===== src/rtl/step_controller.sv =====
// Debug step/run/halt controller gating the CPU clock enable, with PC breakpoints and an optional store watchpoint (STEP_CTRL_WATCH_EN).
// Latency: cpu_en is combinational from state/pc/halt_req; bp_hit, bp_hit_idx and wp_hit are registered pulses one cycle after the stop.
// Backpressure: none; the CPU advances only on edges where cpu_en=1.
module step_controller #(
    parameter int ADDR_W = 32,
    parameter int NUM_BP = 4,
    parameter int CNT_W  = 32,
    parameter int IDX_W  = (NUM_BP > 1) ? $clog2(NUM_BP) : 1
) (
    input  logic              clock,
    input  logic              reset,
    input  logic              step,
    input  logic              run,
    input  logic              halt_req,
    input  logic [ADDR_W-1:0] pc,
    input  logic              bp_wr,
    input  logic [IDX_W-1:0]  bp_idx,
    input  logic [ADDR_W-1:0] bp_addr,
    input  logic              bp_valid_in,
    input  logic              count_clr,
    input  logic              dmem_we,
    input  logic [ADDR_W-1:0] dmem_addr,
    input  logic [ADDR_W-1:0] watch_addr,
    input  logic              watch_valid,
    output logic              cpu_en,
    output logic              halted,
    output logic              bp_hit,
    output logic [IDX_W-1:0]  bp_hit_idx,
    output logic              wp_hit,
    output logic [CNT_W-1:0]  cycle_count
);

    typedef enum logic [1:0] {S_HALTED, S_STEP, S_RUN} state_t;

    state_t            state_q, state_d;
    logic [ADDR_W-1:0] bp_addr_q [NUM_BP];
    logic [ADDR_W-1:0] bp_addr_d [NUM_BP];
    logic [NUM_BP-1:0] bp_valid_q, bp_valid_d;
    logic              first_run_q, first_run_d;
    logic              bp_hit_q, bp_hit_d;
    logic [IDX_W-1:0]  bp_hit_idx_q, bp_hit_idx_d;
    logic              wp_hit_q, wp_hit_d;
    logic [CNT_W-1:0]  cycle_count_q, cycle_count_d;

    logic              bp_match, bp_match_eff, stop, wp_stop, cpu_en_int;
    logic [IDX_W-1:0]  match_idx;

    // Scan high to low so the lowest matching slot is the one reported.
    always_comb begin
        bp_match  = 1'b0;
        match_idx = '0;
        for (int i = NUM_BP - 1; i >= 0; i--) begin
            if (bp_valid_q[i] && (bp_addr_q[i] == pc)) begin
                bp_match  = 1'b1;
                match_idx = IDX_W'(i);
            end
        end
    end

    assign bp_match_eff = bp_match & ~first_run_q;
    assign stop         = halt_req | bp_match_eff;
    assign cpu_en_int   = ~reset & ((state_q == S_STEP) | ((state_q == S_RUN) & ~stop));

`ifdef STEP_CTRL_WATCH_EN
    assign wp_stop = cpu_en_int & watch_valid & dmem_we & (dmem_addr == watch_addr);
`else
    logic watch_unused;
    assign watch_unused = ^{dmem_we, dmem_addr, watch_addr, watch_valid};
    assign wp_stop      = 1'b0;
`endif

    always_comb begin
        state_d       = state_q;
        first_run_d   = 1'b0;
        bp_hit_d      = (state_q == S_RUN) & bp_match_eff;
        bp_hit_idx_d  = bp_hit_d ? match_idx : bp_hit_idx_q;
        wp_hit_d      = wp_stop;
        bp_addr_d     = bp_addr_q;
        bp_valid_d    = bp_valid_q;
        cycle_count_d = count_clr ? '0 : cycle_count_q + CNT_W'(cpu_en_int);

        case (state_q)
            S_HALTED: begin
                if (step) begin
                    state_d = S_STEP;
                end else if (run) begin
                    state_d     = S_RUN;
                    first_run_d = 1'b1;
                end
            end
            S_STEP:  state_d = S_HALTED;
            S_RUN:   if (stop || wp_stop) state_d = S_HALTED;
            default: state_d = S_HALTED;
        endcase

        if (bp_wr && (32'(bp_idx) < NUM_BP)) begin
            bp_addr_d[bp_idx]  = bp_addr;
            bp_valid_d[bp_idx] = bp_valid_in;
        end
    end

    always_ff @(posedge clock) begin
        if (reset) begin
            state_q       <= S_HALTED;
            first_run_q   <= 1'b0;
            bp_hit_q      <= 1'b0;
            bp_hit_idx_q  <= '0;
            wp_hit_q      <= 1'b0;
            bp_valid_q    <= '0;
            cycle_count_q <= '0;
            for (int i = 0; i < NUM_BP; i++) begin
                bp_addr_q[i] <= '0;
            end
        end else begin
            state_q       <= state_d;
            first_run_q   <= first_run_d;
            bp_hit_q      <= bp_hit_d;
            bp_hit_idx_q  <= bp_hit_idx_d;
            wp_hit_q      <= wp_hit_d;
            bp_valid_q    <= bp_valid_d;
            cycle_count_q <= cycle_count_d;
            bp_addr_q     <= bp_addr_d;
        end
    end

    assign cpu_en      = cpu_en_int;
    assign halted      = (state_q == S_HALTED);
    assign bp_hit      = bp_hit_q;
    assign bp_hit_idx  = bp_hit_idx_q;
    assign wp_hit      = wp_hit_q;
    assign cycle_count = cycle_count_q;

endmodule


===== config.mk =====
export PLATFORM = sky130hd
export DESIGN_NAME = step_controller
export DESIGN_NICKNAME = d
export VERILOG_FILES = /design/src/rtl/step_controller.sv
export SDC_FILE = /design/constraint.sdc
export NUM_CORES = 1
export LEC_CHECK = 0
export BUFFER_PORTS_ARGS = -buffer_cell sky130_fd_sc_hd__buf_2
export CAP_MARGIN = 20
export CORE_MARGIN = 3
export CORE_UTILIZATION = 35
export CTS_CLUSTER_SIZE = 40
export DETAILED_ROUTE_END_ITERATION = 12
export GPL_ROUTABILITY_DRIVEN = 0
export HOLD_SLACK_MARGIN = 0.1
export PLACE_DENSITY = 0.63
export RECOVER_POWER = 50
export SYNTH_ARGS = -nofsm -noshare
export SYNTH_HDL_FRONTEND = slang
export SYNTH_SLANG_ARGS = --single-unit
export TNS_END_PERCENT = 20

===== constraint.sdc =====
create_clock -name clock -period 3.35 [get_ports clock]
set_input_delay 0.5025 -clock clock [delete_from_list [all_inputs] [get_ports clock]]
set_output_delay 0.5025 -clock clock [all_outputs]
set_load 0.02 [all_outputs]

=== Word level (Yosys, flattened, before mapping) ===
Cells that the tools add are included.

* $add $sub $neg: 1
* $lt $le $gt $ge: 4
* Equality and inequality tests: 8
* Muxes and demuxes: 19
* Bitwise gates (word level): 11
* Reductions and logical operators: 10

{| class="wikitable"
|+ Operators by type and width
! kind !! count
|-
| 128-bit bitwise mux || 1
|-
| 32-bit equality test || 4
|-
| 32-bit demux with 2-bit select || 1
|-
| 32-bit by 1-bit adder with 32-bit output || 1
|-
| 32-bit 2-to-1 mux || 1
|-
| 2-bit 2-to-1 mux || 7
|-
| 1-bit logical AND || 6
|-
| 1-bit 2-to-1 mux || 6
|-
| 1-bit AND || 4
|-
| 4-bit bitwise mux || 1
|-
| 1-bit inverter || 4
|-
| 2-bit case mux with 2 select lines || 1
|-
| 3-bit greater-or-equal comparator (second input constant) || 1
|-
| 2-bit by 3-bit less-than comparator with 1-bit output (second input constant) || 1
|-
| 3-bit by 1-bit less-than comparator with 1-bit output (second input constant) || 1
|-
| 3-bit inequality test (second input constant) || 1
|-
| 2-bit inverter with 3-bit output || 1
|-
| 3-bit OR reduction || 1
|-
| 1-bit demux with 2-bit select || 1
|-
| 2-bit by 1-bit equality test with 1-bit output (second input constant) || 1
|-
| 2-bit equality test (second input constant) || 1
|-
| 2-bit by 1-bit greater-or-equal comparator with 1-bit output (second input constant) || 1
|-
| 2-bit zero test || 1
|-
| 2-bit inequality test (second input constant) || 1
|-
| 3 further kinds || 4
|}

* Bits in registers: 170
* Output and inout port bits: 38

=== Depth between registers and ports, before layout ===
Gate-level depths: netlist of run 1.

* Word-level depth: 13
* Mapped depth: 16
* Gate-level depth less buffers: 14

=== Worst setup path before layout of run 1 ===
No wires, ideal clock.

* Kind: input -> register
* Start: in pc[4]
* End: reg cycle_count_q[30] (netlist: cycle_count[30])
* Data arrival time: 3,127 ps
* Path slack: 95 ps
* Stages on the path: 16
* Cells stage by stage: buf_2 xor2_1 nor4_1 nand4_1 nor4_1 nand4bb_1 o21ai_1 ha_1 ha_1 and3_1 buf_2 nand3_2 nor4_4 nand3_1 xor2_1 nor2_1

* Word-level cells in the longest chain between the ends: 13

{| class="wikitable"
|+ Ends and longest elaborated chain
! item !! line !! text
|-
| start, declared || 15 || <nowiki>input logic [ADDR_W-1:0] pc,</nowiki>
|-
| 32-bit equality test || 53 || <nowiki>if (bp_valid_q[i] && (bp_addr_q[i] == pc)) begin</nowiki>
|-
| 1-bit logical AND || 53 ||
|-
| 1-bit 2-to-1 mux (3 in series) || 53 ||
|-
| 1-bit 2-to-1 mux (*) || 53 ||
|-
| 1-bit AND (*) || 60 || <nowiki>assign bp_match_eff = bp_match & ~first_run_q;</nowiki>
|-
| 1-bit bitwise OR (*) || 61 || <nowiki>assign stop = halt_req | bp_match_eff;</nowiki>
|-
| 1-bit inverter (*) || 62 || <nowiki>assign cpu_en_int = ~reset & ((state_q == S_STEP) | ((state_q == S_RUN) & ~stop));</nowiki>
|-
| 1-bit AND (*) || 62 ||
|-
| 1-bit bitwise OR (*) || 62 ||
|-
| 1-bit AND (*) || 62 ||
|-
| net cpu_en || 25 || <nowiki>output logic cpu_en,</nowiki>
|-
| 32-bit by 1-bit adder with 32-bit output (*) || 80 || <nowiki>cycle_count_d = count_clr ? '0 : cycle_count_q + CNT_W'(cpu_en_int);</nowiki>
|-
| end signal, assigned || 121 || <nowiki>cycle_count_q <= cycle_count_d;</nowiki>
|-
| end, declared || 43 || <nowiki>logic [CNT_W-1:0] cycle_count_q, cycle_count_d;</nowiki>
|}

Mark *: on every way through the listed nets, which the timed path passes. The rest lies on a longest branch.
A chain may end at the register's enable or synchronous reset.

=== Final worst setup path of run 1 ===
* Start: reg bp_addr_q[103] (netlist bit)
* End: reg cycle_count_q[18] (netlist: cycle_count[18])

* Word-level cells in the longest chain between the ends: 10

{| class="wikitable"
|+ Ends and longest elaborated chain
! item !! line !! text
|-
| start, declared || 36 || <nowiki>logic [ADDR_W-1:0] bp_addr_q [NUM_BP];</nowiki>
|-
| start signal, assigned || 122 || <nowiki>bp_addr_q <= bp_addr_d;</nowiki>
|-
| 32-bit equality test || 53 ||
|-
| 1-bit logical AND || 53 ||
|-
| 1-bit 2-to-1 mux || 53 ||
|-
| 1-bit AND || 60 ||
|-
| 1-bit bitwise OR || 61 ||
|-
| 1-bit inverter || 62 ||
|-
| 1-bit AND || 62 ||
|-
| 1-bit bitwise OR || 62 ||
|-
| 1-bit AND || 62 ||
|-
| 32-bit by 1-bit adder with 32-bit output || 80 ||
|}

No other way between the ends.

==> results.sh, run 1 <==
export IMPL_min_path_type="primary input to flop"
export IMPL_synthTopCellsByArea="dfxtp_1, nand2_1, xor2_1, a21oi_1, xnor2_1"
export IMPL_areaGrowthSynthToFinish_pct=21.6
export IMPL_num_io_pins=178
export IMPL_dp_hpwl_um=18000
export IMPL_ys_async_sr_fraction_pct=0
export IMPL_avgSynthCellArea_um2=7.92
export IMPL_synth_cell_types=47
export IMPL_post_place_ws_ps=-85.6
export IMPL_netlist_instances=1016
export IMPL_setup_ws_ps=212
export IMPL_cts_made_buffers=17
export IMPL_critPathKind="flop to flop"
export IMPL_holdBufCountCts=0
export IMPL_power_density_mw_per_mm2=490
export IMPL_worst_slew_pin_transition_ps=2430
export IMPL_slew_violations=136
export IMPL_drt_iter0_markers=691
export IMPL_portBuffers=110
export IMPL_antenna_found_initial=0
export IMPL_clock_latency_ps=440
export IMPL_clk_pin_slew_ps=70
export IMPL_synth_seq_cells=170
export IMPL_cts_root_buffer="clkbuf_16"
export IMPL_drc=0
export IMPL_synth_fp_nets=1158
export IMPL_skew_ps=12.4
export IMPL_coreArea_mm2=0.0222
export IMPL_maxCapViolations=4
export IMPL_maxSlewHeadroom_pct=-62.0
export IMPL_synth_edf_count=0
export IMPL_ir_drop_mv=0.222
export IMPL_wl_per_cell_um=17.6
export IMPL_grt_pass1_wl_um=39100
export IMPL_cts_sinks=170
export IMPL_htreeDepth=4
export IMPL_period_needed_ps=3140
export IMPL_syn_cell_area_mm2=0.00805
export IMPL_hold_violations=0
export IMPL_postRouteAntennaNets=0
export IMPL_insertedDiodeCount=0
export IMPL_vias=7420
export IMPL_die_area_mm2=0.0248
export IMPL_cp_required_ps=3660
export IMPL_critPathCaptureType="flop"
export IMPL_yosysSeqAreaShare_pct=42.3
export IMPL_cts_buffer_depth=2
export IMPL_die_w_um=158
export IMPL_violations="capacitance limit, slew limit"
export IMPL_setup_viol=0
export IMPL_multi_input_area_mm2=0.00440
export IMPL_vias_per_cell=5.14
export IMPL_worst_path_max_fanout=4
export IMPL_fin_crit_sh_pct=93.7
export IMPL_crit_path_start_kind="flop"
export IMPL_cts_tree="done"
export IMPL_grt_max_degree=72
export IMPL_yosysMostFrequentCell="nand2_1"
export IMPL_die_h_um=158
export IMPL_rsz0062_at_grt="false"
export IMPL_initial_core_util_pct=36.2
export IMPL_overflow=0
export IMPL_synth_area_leader_cell="dfxtp_1"
export IMPL_synthTopCellsByCount="nand2_1, dfxtp_1, a21oi_1"
export IMPL_yosysWarnings=0
export IMPL_drtPass1Iterations=5
export IMPL_timing_fmax_mhz=319
export IMPL_fill_cells=2233
export IMPL_grt_use_total_pct=20.5
export IMPL_drive_gt1_share_pct=15.9
export IMPL_whs_ps=282
export IMPL_power_leakage_nw=3.57
export IMPL_fin_nets=1292
export IMPL_routed_wl_um=25500
export IMPL_netlist_area_leader_share_pct=42.3
export IMPL_seq_area_mm2=0.00340
export IMPL_first_global_vias=6915
export IMPL_status="finished, violations left"
export IMPL_rows=54
export IMPL_synthFlopType="dfxtp_1"
export IMPL_crit_arrival_ps=3450
==> layer usage <==
layer | vias up | share of wire [%] | track usage [%]
met4 | 0 | 1.7 | 5.66
met1 | 3458 | 44 | 27.5
met2 | 273 | 47 | 33.3
li1 | 3656 | - | -
met5 | - | 0 | 0
met3 | 33 | 7.8 | 4.54
==> power by group <==
part	internal (mW)	total, mW	switching (mW)	leakage (nW)
clock network	1.24	2.12	0.884	0.306
registers	2.08	2.11	0.0378	1.38
logic	0.209	0.565	0.356	1.88
total	3.52	4.80	1.28	3.57
==> final timing paths <==
kind                                    start                         end  slack (ps)  cells after the start
hold / removal                           step     state_q[0]$_SDFFE_PP0P_         280                      2
setup / recovery  bp_addr_q[103]$_SDFFE_PP0P_  cycle_count[18]$_SDFF_PP0_         210                     14
hold reg to reg    bp_addr_q[12]$_SDFFE_PP0P_  bp_addr_q[12]$_SDFFE_PP0P_         460                      2
setup reg to reg  bp_addr_q[103]$_SDFFE_PP0P_  cycle_count[18]$_SDFF_PP0_         210                     14
==> kinds of logic (layout without fill, tap and decap cells) <==
group,after synthesis,after routing,share of synthesized area [%]
simple gates,475,475,27.2
flops,170,170,42.3
xor+xnor,152,152,16.8
compound gates,150,150,9.78
buf+inv,66,213,3.48
fa+ha+maj,2,2,0.311
other cells,1,1,0.0466
==> cells in the final DEF, fill, tap and decap left out, types with 7 or more instances in the layout <==
master and instances:
nand2_1 286, dfxtp_1 170, a21oi_1 136, xor2_1 77, buf_2 72, xnor2_1 70
buf_4 61, nor2_1 44, clkbuf_1 39, nor4_1 30, nand4_1 29, nand3_1 23
clkbuf_16 17, nand2b_1 12, inv_1 9, nor3_1 9, and3_1 7
==> registers in the layout, summed over array words and instances, names as in the netlist <==
signal       flops
bp_valid_q       4
cycle_count     32
state_q          2
bp_hit           1
bp_hit_idx       2
first_run_q      1
bp_addr_q      128
==> cell type report <==
cell class / count / share of cell area, %
timing repair buffer: 172 / 9.86
inverter: 9 / 0.345
clock buffer: 19 / 4.63
sequential: 170 / 34.8
clock inverter: 13 / 1.83
multi-input combinational: 780 / 45.0
tap: 280 / 3.58
==> critical path: stages, from the launching register on <==
cell and delay [ps]:
dfxtp_1 320, xnor2_1 410, nand4_1 160, nor4b_1 470, nand3_1 130, nand4bb_1 210, o21ai_1 120, ha_1 230
ha_1 200, and3_1 200, nand3_2 140, nor2_1 90, nand4_1 110, xor2_1 160, nor2_1 50
==> what timing repair did <==
action,CTS,global route
resized for setup,0,5
endpoints found under the setup margin,0,10
buffers inserted,0,0
==> stage by stage <==
step	instances	util, %	power (mW)	area [µm²]	setup TNS, ps
floorplan	1016	-	2.44	8050	0
global placement	1411	41.3	2.71	9180	-123
detailed placement	1411	41.3	2.71	9180	-381
CTS	1443	44.1	4.81	9810	0
global route	1443	44.0	4.96	9790	0
finish	1443	44.0	4.80	9790	0
Power figures use the tool's default switching activity.
==> run 2: changes to the inputs <==
- CTS_BUF_LIST: default -> sky130_fd_sc_hd__clkbuf_8
==> run 2 against run 1 <==
The run still ends with capacitance limit, slew limit left. Core utilization down 0.86 points. Critical path depth unchanged. Sequential power about the same. Clock power fell by 24%. Hold slack got worse by 27 ps. Fmax increased by 1.6%. Critical endpoint is now cycle_count[30]$_SDFF_PP0_. Largest cell class unchanged.
==> results.sh, run 2 (synthesis gave the netlist of run 1 again) <==
export IMPL_postRouteAntennaNets=0
export IMPL_holdBufCountCts=0
export IMPL_areaGrowthSynthToFinish_pct=19.3
export IMPL_rows=54
export IMPL_insertedDiodeCount=0
export IMPL_dp_hpwl_um=18000
export IMPL_cts_tree="done"
export IMPL_crit_path_start_kind="flop"
export IMPL_worst_path_max_fanout=4
export IMPL_grt_use_total_pct=20.3
export IMPL_cts_root_buffer="clkbuf_8"
export IMPL_cp_cell_sequence="xor2_1 > nor4_1 > nand4b_1 > nor4_2 > nand4bb_1 > o21ai_1 > ha_1 > ha_1 > and3_1 > nand3_2 > nor4_4 > nand3_1 > xor2_1 > nor2_1"
export IMPL_largest_register="bp_addr_q"
export IMPL_cp_required_ps=3690
export IMPL_slew_violations=136
export IMPL_drt_iter0_markers=655
export IMPL_ir_drop_mv=0.245
export IMPL_status="finished, violations left"
export IMPL_drive_gt1_share_pct=15.9
export IMPL_layout_commonest_cell="nand2_1"
export IMPL_rsz0062_at_grt="false"
export IMPL_portBuffers=110
export IMPL_skew_ps=22.4
export IMPL_die_w_um=158
export IMPL_grt_pass1_wl_um=38900
export IMPL_die_area_mm2=0.0248
export IMPL_timing_fmax_mhz=324
export IMPL_final_cell_mix="nand2_1, dfxtp_1, a21oi_1"
export IMPL_initial_core_util_pct=36.2
export IMPL_overflow=0
export IMPL_cts_buffer_depth=2
export IMPL_coreArea_mm2=0.0222
export IMPL_die_h_um=158
export IMPL_period_needed_ps=3090
export IMPL_fin_nets=1292
export IMPL_fill_cells=2265
export IMPL_fin_crit_sh_pct=92.2
export IMPL_clk_pin_slew_ps=90
export IMPL_power_leakage_nw=3.48
export IMPL_drc=0
export IMPL_min_path_type="primary input to flop"
export IMPL_whs_ps=255
export IMPL_violations="capacitance limit, slew limit"
export IMPL_crit_slowest_cell="nor4_4"
export IMPL_maxSlewHeadroom_pct=-63.4
export IMPL_maxCapViolations=4
export IMPL_vias=7390
export IMPL_cts_sinks=170
export IMPL_first_global_vias=6873
export IMPL_seq_area_mm2=0.00340
export IMPL_wl_per_cell_um=17.5
export IMPL_cts_setup_buffers=0
export IMPL_drtPass1Iterations=5
export IMPL_multi_input_area_mm2=0.00440
export IMPL_cts_resized_gates=0
export IMPL_htreeDepth=4
export IMPL_grt_max_degree=72
export IMPL_placedCellCount=1411
export IMPL_setup_viol=0
export IMPL_largest_register_ffs=128
export IMPL_critPathCaptureType="flop"
export IMPL_num_io_pins=178
export IMPL_antenna_found_initial=0
export IMPL_hold_violations=0
export IMPL_cts_made_buffers=17
export IMPL_worst_slew_pin_transition_ps=2450
export IMPL_fin_cells=1443
export IMPL_critPathMaxStageDelay_ps=400
export IMPL_vias_per_cell=5.12
export IMPL_routed_wl_um=25200
export IMPL_crit_arrival_ps=3430
export IMPL_critPathKind="flop to flop"
export IMPL_power_density_mw_per_mm2=448
export IMPL_clock_latency_ps=470
## run 2: layout make-up
type | count | area share (%)
inverters | 9 | 0.352
multi-input cells | 780 | 45.9
repair buffers | 172 | 10.1
clock buffers | 19 | 2.73
flip-flops and latches | 170 | 35.5
clock inverters | 13 | 1.86
well taps | 280 | 3.65
## run 2: path summary, 6_finish.rpt
path | from | end | slack [ps] | cells past startpoint
worst max-delay path | bp_addr_q[76]$_SDFFE_PP0P_ | cycle_count[30]$_SDFF_PP0_ | 260 | 14
worst min-delay path | step | state_q[0]$_SDFFE_PP0P_ | 260 | 2
worst max register to register | bp_addr_q[76]$_SDFFE_PP0P_ | cycle_count[30]$_SDFF_PP0_ | 260 | 14
worst min register to register | bp_addr_q[12]$_SDFFE_PP0P_ | bp_addr_q[12]$_SDFFE_PP0P_ | 470 | 2
## run 2: where the power goes
part | switching [mW] | internal (mW) | leakage, nW | total (mW)
combinational | 0.352 | 0.209 | 1.88 | 0.562
sequential | 0.0375 | 2.07 | 1.38 | 2.11
clock | 0.823 | 0.799 | 0.219 | 1.62
## run 2: stage by stage
stage / total power [mW] / instance area [µm²] / util [%] / setup slack, ps / setup TNS [ps]
global placement: 2.71 / 9180 / 41.3 / -29.0 / -123
global route: 4.46 / 9590 / 43.2 / 12.6 / 0
CTS: 4.32 / 9620 / 43.3 / 210 / 0
finish: 4.30 / 9590 / 43.2 / 262 / 0
detailed placement: 2.71 / 9180 / 41.3 / -85.6 / -381
floorplan: 2.44 / 8050 / - / 95.4 / 0
## run 2: per-layer routing
| layer | share of wire [%] | GRT usage, % | vias up |
|---|---|---|---|
| li1 | - | - | 3652 |
| met4 | 2.5 | 5.91 | 0 |
| met5 | 0 | 0 | - |
| met1 | 43 | 27.4 | 3424 |
| met2 | 46 | 33.0 | 265 |
| met3 | 7.7 | 4.13 | 49 |
## run 2: critical path: cells and delay by family, from the launching register on
family	cells	cell delay, ps
and+or+nand+nor	9	1510
xor gates and xnor gates	2	470
adders and majority gates	2	400
DFF	1	350
AOI/OAI and AO/OA	1	240
